### config.mk
export PLATFORM = sky130hd
export DESIGN_NAME = mult4_share_arbiter
export DESIGN_NICKNAME = d
export VERILOG_FILES = /design/src/rtl/mult4_share_arbiter.sv
export SDC_FILE = /design/constraint.sdc
export NUM_CORES = 1
export LEC_CHECK = 0
export BUFFER_PORTS_ARGS = -buffer_cell sky130_fd_sc_hd__buf_2
export CORE_ASPECT_RATIO = 1.1
export CORE_MARGIN = 2
export CORE_UTILIZATION = 50
export DETAILED_ROUTE_END_ITERATION = 12
export PLACE_DENSITY = 0.78
export SLEW_MARGIN = 5
export SYNTH_ARGS = -nofsm -noshare
export SYNTH_HDL_FRONTEND = slang
export SYNTH_SLANG_ARGS = --single-unit
### constraint.sdc
create_clock -name clk -period 8.45 [get_ports clk]
set_clock_uncertainty 0.15 [all_clocks]
set_input_delay 0 -clock clk [delete_from_list [all_inputs] [get_ports clk]]
set_output_delay 0 -clock clk [all_outputs]
set_load 0.05 [all_outputs]
### src/rtl/mult4_share_arbiter.sv
// Round-robin arbiter sharing one registered 4x4 unsigned multiplier among NUM_REQ requesters.
// Accept in IDLE, product registered in MUL, held in RESP until rsp_ready.
module mult4_share_arbiter #(
  parameter int NUM_REQ = 4,
  parameter int ID_W    = 2,
  parameter int CNT_W   = 16
) (
  input  logic                 clk,
  input  logic                 rst_n,
  input  logic [NUM_REQ-1:0]   req_valid,
  input  logic [4*NUM_REQ-1:0] req_a,
  input  logic [4*NUM_REQ-1:0] req_b,
  output logic [NUM_REQ-1:0]   req_ready,
  output logic                 rsp_valid,
  input  logic                 rsp_ready,
  output logic [7:0]           rsp_p,
  output logic [ID_W-1:0]      rsp_id,
  output logic                 busy,
  output logic [CNT_W-1:0]     op_count
);

  typedef enum logic [1:0] {ST_IDLE, ST_MUL, ST_RESP} state_t;

  state_t           r_state;
  state_t           w_state_nxt;
  logic [ID_W-1:0]  r_rr_ptr;
  logic [ID_W-1:0]  w_win_id;
  logic [ID_W-1:0]  w_ptr_nxt;
  logic             w_win_vld;
  logic             w_accept;
  int               w_idx;
  int               w_nxt_idx;
  logic [3:0]       r_op_a;
  logic [3:0]       r_op_b;
  logic [7:0]       w_prod;
  logic [7:0]       r_rsp_p;
  logic [ID_W-1:0]  r_rsp_id;
  logic             r_rsp_valid;
  logic [CNT_W-1:0] r_op_count;

  // Descending scan so the requester closest to r_rr_ptr overwrites all others.
  always_comb begin
    w_win_vld = 1'b0;
    w_win_id  = '0;
    w_idx     = 0;
    for (int k = NUM_REQ - 1; k >= 0; k--) begin
      w_idx = int'(r_rr_ptr) + k;
      if (w_idx >= NUM_REQ) w_idx = w_idx - NUM_REQ;
      if (req_valid[w_idx]) begin
        w_win_vld = 1'b1;
        w_win_id  = ID_W'(w_idx);
      end
    end
    w_nxt_idx = int'(w_win_id) + 1;
    if (w_nxt_idx >= NUM_REQ) w_nxt_idx = 0;
    w_ptr_nxt = ID_W'(w_nxt_idx);
  end

  always_comb begin
    w_state_nxt = r_state;
    req_ready   = '0;
    case (r_state)
      ST_IDLE: begin
        if (w_win_vld) begin
          req_ready[w_win_id] = 1'b1;
          w_state_nxt         = ST_MUL;
        end
      end
      ST_MUL:  w_state_nxt = ST_RESP;
      ST_RESP: if (rsp_ready) w_state_nxt = ST_IDLE;
      default: w_state_nxt = ST_IDLE;
    endcase
  end

  always_ff @(posedge clk or negedge rst_n) begin
    if (!rst_n) r_state <= ST_IDLE;
    else        r_state <= w_state_nxt;
  end

  assign w_accept = (r_state == ST_IDLE) && w_win_vld;
  assign w_prod   = {4'b0000, r_op_a} * {4'b0000, r_op_b};

  always_ff @(posedge clk or negedge rst_n) begin
    if (!rst_n) begin
      r_rr_ptr    <= '0;
      r_op_a      <= '0;
      r_op_b      <= '0;
      r_rsp_p     <= '0;
      r_rsp_id    <= '0;
      r_rsp_valid <= 1'b0;
      r_op_count  <= '0;
    end else begin
      if (w_accept) begin
        r_op_a   <= req_a[4*w_win_id +: 4];
        r_op_b   <= req_b[4*w_win_id +: 4];
        r_rsp_id <= w_win_id;
        r_rr_ptr <= w_ptr_nxt;
      end
      if (r_state == ST_MUL) begin
        r_rsp_p     <= w_prod;
        r_rsp_valid <= 1'b1;
      end
      if ((r_state == ST_RESP) && r_rsp_valid && rsp_ready) begin
        r_rsp_valid <= 1'b0;
        r_op_count  <= r_op_count + 1'b1;
      end
    end
  end

  assign rsp_valid = r_rsp_valid;
  assign rsp_p     = r_rsp_p;
  assign rsp_id    = r_rsp_id;
  assign busy      = (r_state != ST_IDLE);
  assign op_count  = r_op_count;

endmodule

# --- Word level (Yosys, flattened, before mapping) ---
# Index checks and enable logic that the tools add are counted.
word_totals:
  reg_bits: 39
  inputBits: 39
  output_inout_bits: 32
op_classes:
  add_sub_neg: 9
  mul: 1
  magnitude_cmp: 11
  n_eq_ne: 4
  n_shift: 2
  muxes: 34
  reduce_logical: 8
ops:
  columns: ["operator", "n"]
  rows:
  - ["$lt A32 B4 Y1 const B", 4]
  - ["$mux W32", 4]
  - ["$shiftx A16 B5 Y4", 2]
  - ["$add A16 B1 Y16 const B", 1]
  - ["$mux W1", 15]
  - ["$mux W2", 7]
  - ["$ge A3 B3 Y1 const B", 4]
  - ["$sub A3 B3 Y4 const B", 3]
  - ["$bmux W1 S2", 4]
  - ["$mul A4 B4 Y8", 1]
  - ["$mux W4", 2]
  - ["$add A2 B1 Y3 const B", 2]
  - ["$add A2 B2 Y3 const B", 2]
  - ["$pmux W2 S3", 1]
  - ["$logic_and A1 B1 Y1", 4]
  - ["$ne A2 B2 Y1 const B", 2]
  - ["$reduce_bool A2 Y1", 2]
  - ["$sub A2 B3 Y4 const B", 1]
  - ["$ge A2 B3 Y1 const B", 1]
  - ["$lt A2 B3 Y1 const B", 1]
  - ["$demux W1 S2", 1]
  - ["$eq A2 B1 Y1 const B", 1]
  - ["$eq A2 B2 Y1 const B", 1]
  - ["$ge A2 B1 Y1 const B", 1]
  - ["2 further kinds", 2]

# --- Depth between registers and ports, before layout ---
logic_depth:
  ltp_word: 16
  mapped_depth: 11
  mapped_depth_nobuf: 11

# --- Worst setup path after synthesis ---
# Ideal clock, no wire load.
synth_timing:
  path_kind: "flip-flop to flip-flop"
  startpoint: "reg r_op_a[0]"
  endpoint: "reg r_rsp_p[7] (netlist: rsp_p[7])"
  setup_time_ns: 0.070
  arrival_ns: 2.753
  t_required_ns: 8.230
  setup_slack_ns: 5.477
  path_stages_with_launch: 11
  path_buffers: 0
  period_less_slack_ns: 2.973
  path_cell_list: "dfrtp_1 -> nand2_1 -> fa_1 -> inv_1 -> fa_1 -> ha_1 -> a21o_1 -> a21o_1 -> a21oi_1 -> or4b_2 -> nand3_1"
synth_between:
  elab_chain_len: 1
synth_lines:
  columns: ["item", "line_no", "source"]
  rows:
  - ["start: declaration", "33", "logic [3:0] r_op_a;"]
  - ["start signal: assignment", "94", "r_op_a <= req_a[4*w_win_id +: 4];"]
  - ["$mul A4 B4 Y8", "81", "assign w_prod = {4'b0000, r_op_a} * {4'b0000, r_op_b};"]
  - ["end signal: assignment", "100", "r_rsp_p <= w_prod;"]
  - ["end: declaration", "36", "logic [7:0] r_rsp_p;"]
# Every way passes these cells.
# A chain may end at the register's enable or synchronous reset.

# --- Worst setup path after layout ---
layout_timing:
  startpoint: "reg r_rr_ptr[1]"
  endpoint: "reg r_op_a[0]"
layout_between:
  elab_chain_len: 11
  elab_cells_between_ends: 37
  classes_between: "add/sub: 7; order compare: 4; shift: 1; mux: 24; reduce/logical: 1"
layout_lines:
  columns: ["item", "line_no", "source"]
  rows:
  - ["start: declaration", "26", "logic [ID_W-1:0] r_rr_ptr;"]
  - ["start signal: assignment", "97", "r_rr_ptr <= w_ptr_nxt;"]
  - ["$add A2 B2 Y3", "47", "w_idx = int'(r_rr_ptr) + k;"]
  - ["$sub A3 B3 Y4 or $ge A3 B3 Y1 (tied branches)", "48", "if (w_idx >= NUM_REQ) w_idx = w_idx - NUM_REQ;"]
  - ["$mux W32", "48", null]
  - ["$bmux W1 S2", "49", "if (req_valid[w_idx]) begin"]
  - ["$mux W1 (not written as such) (2 in series)", "49", null]
  - ["$mux W2 or $mux W1 (tied branches) (4 in series)", "49", null]
  - ["$shiftx A16 B5 Y4 or $logic_and A1 B1 Y1 (tied branches)", "94, 80", null]
# Several ways; a longest one is shown, not always the timed one. The select of a mux whose other input is x is not followed.

==> results.ini <==
[cts]
cts_made_buffers=5
cts_tree=yes
clkLatencyLatePin_ns=0.30
cts_buffer_depth=2
cts.clk_slew.worst_paths_ns=0.08
cts_resized=0
cts_root_buffer=clkbuf_8
clkSinkCount=39
post-cts-setup-buffer-count=0
cts_htree_levels=2

[placement]
place_area_um2=2739
dp_slack_ns=5.294
numPortBuffers=70
dp_cells=348
dp_hpwl_mm=3.433
place_congestion=0.7827

[route]
drt_iter0_markers=98
drcViolationCount=0
num_vias=1955
drtPass1Iterations=4
ant_nets=0
wl_per_cell_um=13.27
via_per_inst=5.118
wl_mm=5.068

[timing]
min_period_ns=3.366
hold_viol_final=0
fin_hold_ws_ns=0.1884
finalSetupViolCount=0
slew-limit-headroom_pct=22.34
fin_ws_ns=5.084
rsz0062_at_grt=false
final_max_slew_viol_count=0
clock.fmax_mhz=297.1
worst_pin_slew_ns=1.164
finalSetupTns_ns=0
fin_crit_sh_pct=39.83

[cells_and_area]
fin_util_pct=67.92
multiInputGateArea_um2=1290
area_growth_pct=32.24
fillers=353
mostFrequentLayoutCells=70 x buf_2, 39 x dfrtp_1, 34 x nand2_1
diodes=0
fin_area_um2=3115
drive_above_1_share_pct=27.61
mostFrequentLayoutCell=buf_2
seq_area_um2=975.9
fin_nets=385
layoutNonFillerInstCount=382

[power_and_ir_drop]
p_per_area_nw_per_um2=335.4
peakVddDrop_mv=0.2130
finalPower_mw=1.045
leakagePower_nw=1.648

[worst_setup_path]
critical-path-max-stage-delay_ns=0.91
cp.arrival_ns=3.39
rrSetupSlack_ns=5.08
crit_type=flip-flop to flip-flop
r2r_cells=7
critPathMaxFanout=19
cpMostUsedCell=dlygate4sd3_1
crit_required_ns=8.47
reg2reg_from=r_rr_ptr[1]$_DFFE_PN0P_
path_cells=nand2_1 > nand3b_1 > a2bb2oi_2 > mux2i_1 > dlygate4sd3_1 > o221ai_1 > dlygate4sd3_1
worstReg2RegEnd=r_op_a[0]$_DFFE_PN0P_
cp_num_buf_inv=2
slowest_stage=a2bb2oi_2
crit_path_end_kind=flip-flop
crit_family=buffers and inverters
setup.worst_path.start_class=flip-flop

[floorplan]
rows=26
dieArea_um2=5278
initial_utilization_pct=51.36
die_x_um=69.45
core_area_um2=4587
fp.dieH_um=76.00
io_pins=71

[synthesis]
synth_nets=289
ys_seq_area_share_pct=41.42
synth_cell_types=41
postSynthAreaPerCell_um2=10.29
yosysWarnings=0
synth_top_area_share_pct=41.42
syn-cell-area_um2=2356
synth_top_cell_by_area=dfrtp_1
synthTopCellsByArea=dfrtp_1 41%, ha_1 9.0%, mux2i_1 7.2%
synth-seq-cells=39
syn_inst=229

[worst_hold_path]
holdCritPathClass=primary input to asynchronous set/reset pin

[grt]
grt_pass1_vias=1888
grt_use_total_pct=20.34
antenna_found_initial=0
grt_overflow=0
grt_pass1_wl_mm=8.735
grt_max_degree=40

[run_status]
status=complete, no violations

[job]
maxCapViolations=0

[what timing repair did]
action	4_1_cts	5_1_grt
endpoints found under the setup margin	0	0
hold buffers	26	0
endpoints found under the hold margin	48	0
[power breakdown]
part           internal, mW  switching (mW)
combinational         0.227           0.353
sequential            0.247          0.0557
clock                0.0895          0.0727
total                 0.564           0.481
[synth_stat cells, drive strengths merged]
master    n
a211oi    1
a21boi    1
a21o      3
a21oi     6
a2bb2oi   1
and2     13
and3      1
and4b     1
buf       5
clkbuf    2
clkinv    1
dfrtp    39
fa        4
ha       17
inv      13
mux2      3
mux2i    17
nand2    36
nand3     6
nand3b    1
nand4     4
nor2      6
nor3      4
nor3b     3
nor4      1
nor4b     1
o21ai     7
o221ai    8
or2       2
or2b      2
or3       1
or4b      1
xnor2    10
xor2      8
[logic make-up after synthesis]
| group | count (synthesis) | synth area share [%] |
|---|---|---|
| mux | 20 | 8.656 |
| buf+inv | 21 | 4.089 |
| fa+ha+maj | 21 | 12.43 |
| flops | 39 | 41.42 |
| compound gates | 27 | 7.701 |
| xor+xnor | 18 | 6.691 |
| simple gates | 83 | 19.01 |
[cell type report]
cell class | count | share of cell area (%)
Clock buffer | 5 | 2.209
Tap cell | 56 | 2.249
Clock inverter | 3 | 1.526
Multi-Input combinational cell | 169 | 41.41
Timing Repair Buffer | 96 | 19.60
Sequential cell | 39 | 31.33
Inverter | 14 | 1.687
[worst max-delay path by stage]
stage                                 start               endpoint  slack, ns  cells after the start
floorplan             r_op_a[0]$_DFFE_PN0P_   rsp_p[7]$_DFFE_PN0P_       5.48                     10
global placement      r_op_b[3]$_DFFE_PN0P_   rsp_p[7]$_DFFE_PN0P_       5.41                     10
detailed placement    r_op_b[3]$_DFFE_PN0P_   rsp_p[7]$_DFFE_PN0P_       5.29                     10
CTS                 r_rr_ptr[1]$_DFFE_PN0P_  r_op_b[0]$_DFFE_PN0P_       5.11                      7
global route        r_rr_ptr[1]$_DFFE_PN0P_  r_op_a[3]$_DFFE_PN0P_       4.83                      7
finish              r_rr_ptr[1]$_DFFE_PN0P_  r_op_a[0]$_DFFE_PN0P_       5.08                      7
[worst reg2reg max path, stage by stage (launching register included)]
cell           delay (ns)
dfrtp_1              0.44
nand2_1              0.10
nand3b_1             0.09
a2bb2oi_2            0.91
mux2i_1              0.27
dlygate4sd3_1        0.57
o221ai_1             0.11
dlygate4sd3_1        0.61
[state kept, by name (all words and copies together), names as in the netlist]
signal,cells
r_op_a,4
op_count,16
r_rr_ptr,2
rsp_p,8
rsp_valid,1
rsp_id,2
r_op_b,4
r_state,2
[routing by layer]
layer | GRT usage, % | wire length (µm)
met1 | 25.54 | 2205
met2 | 34.81 | 2539
met3 | 4.497 | 235
met4 | 6.471 | 87
met5 | 0 | 0
Power figures use the tool's default switching activity.
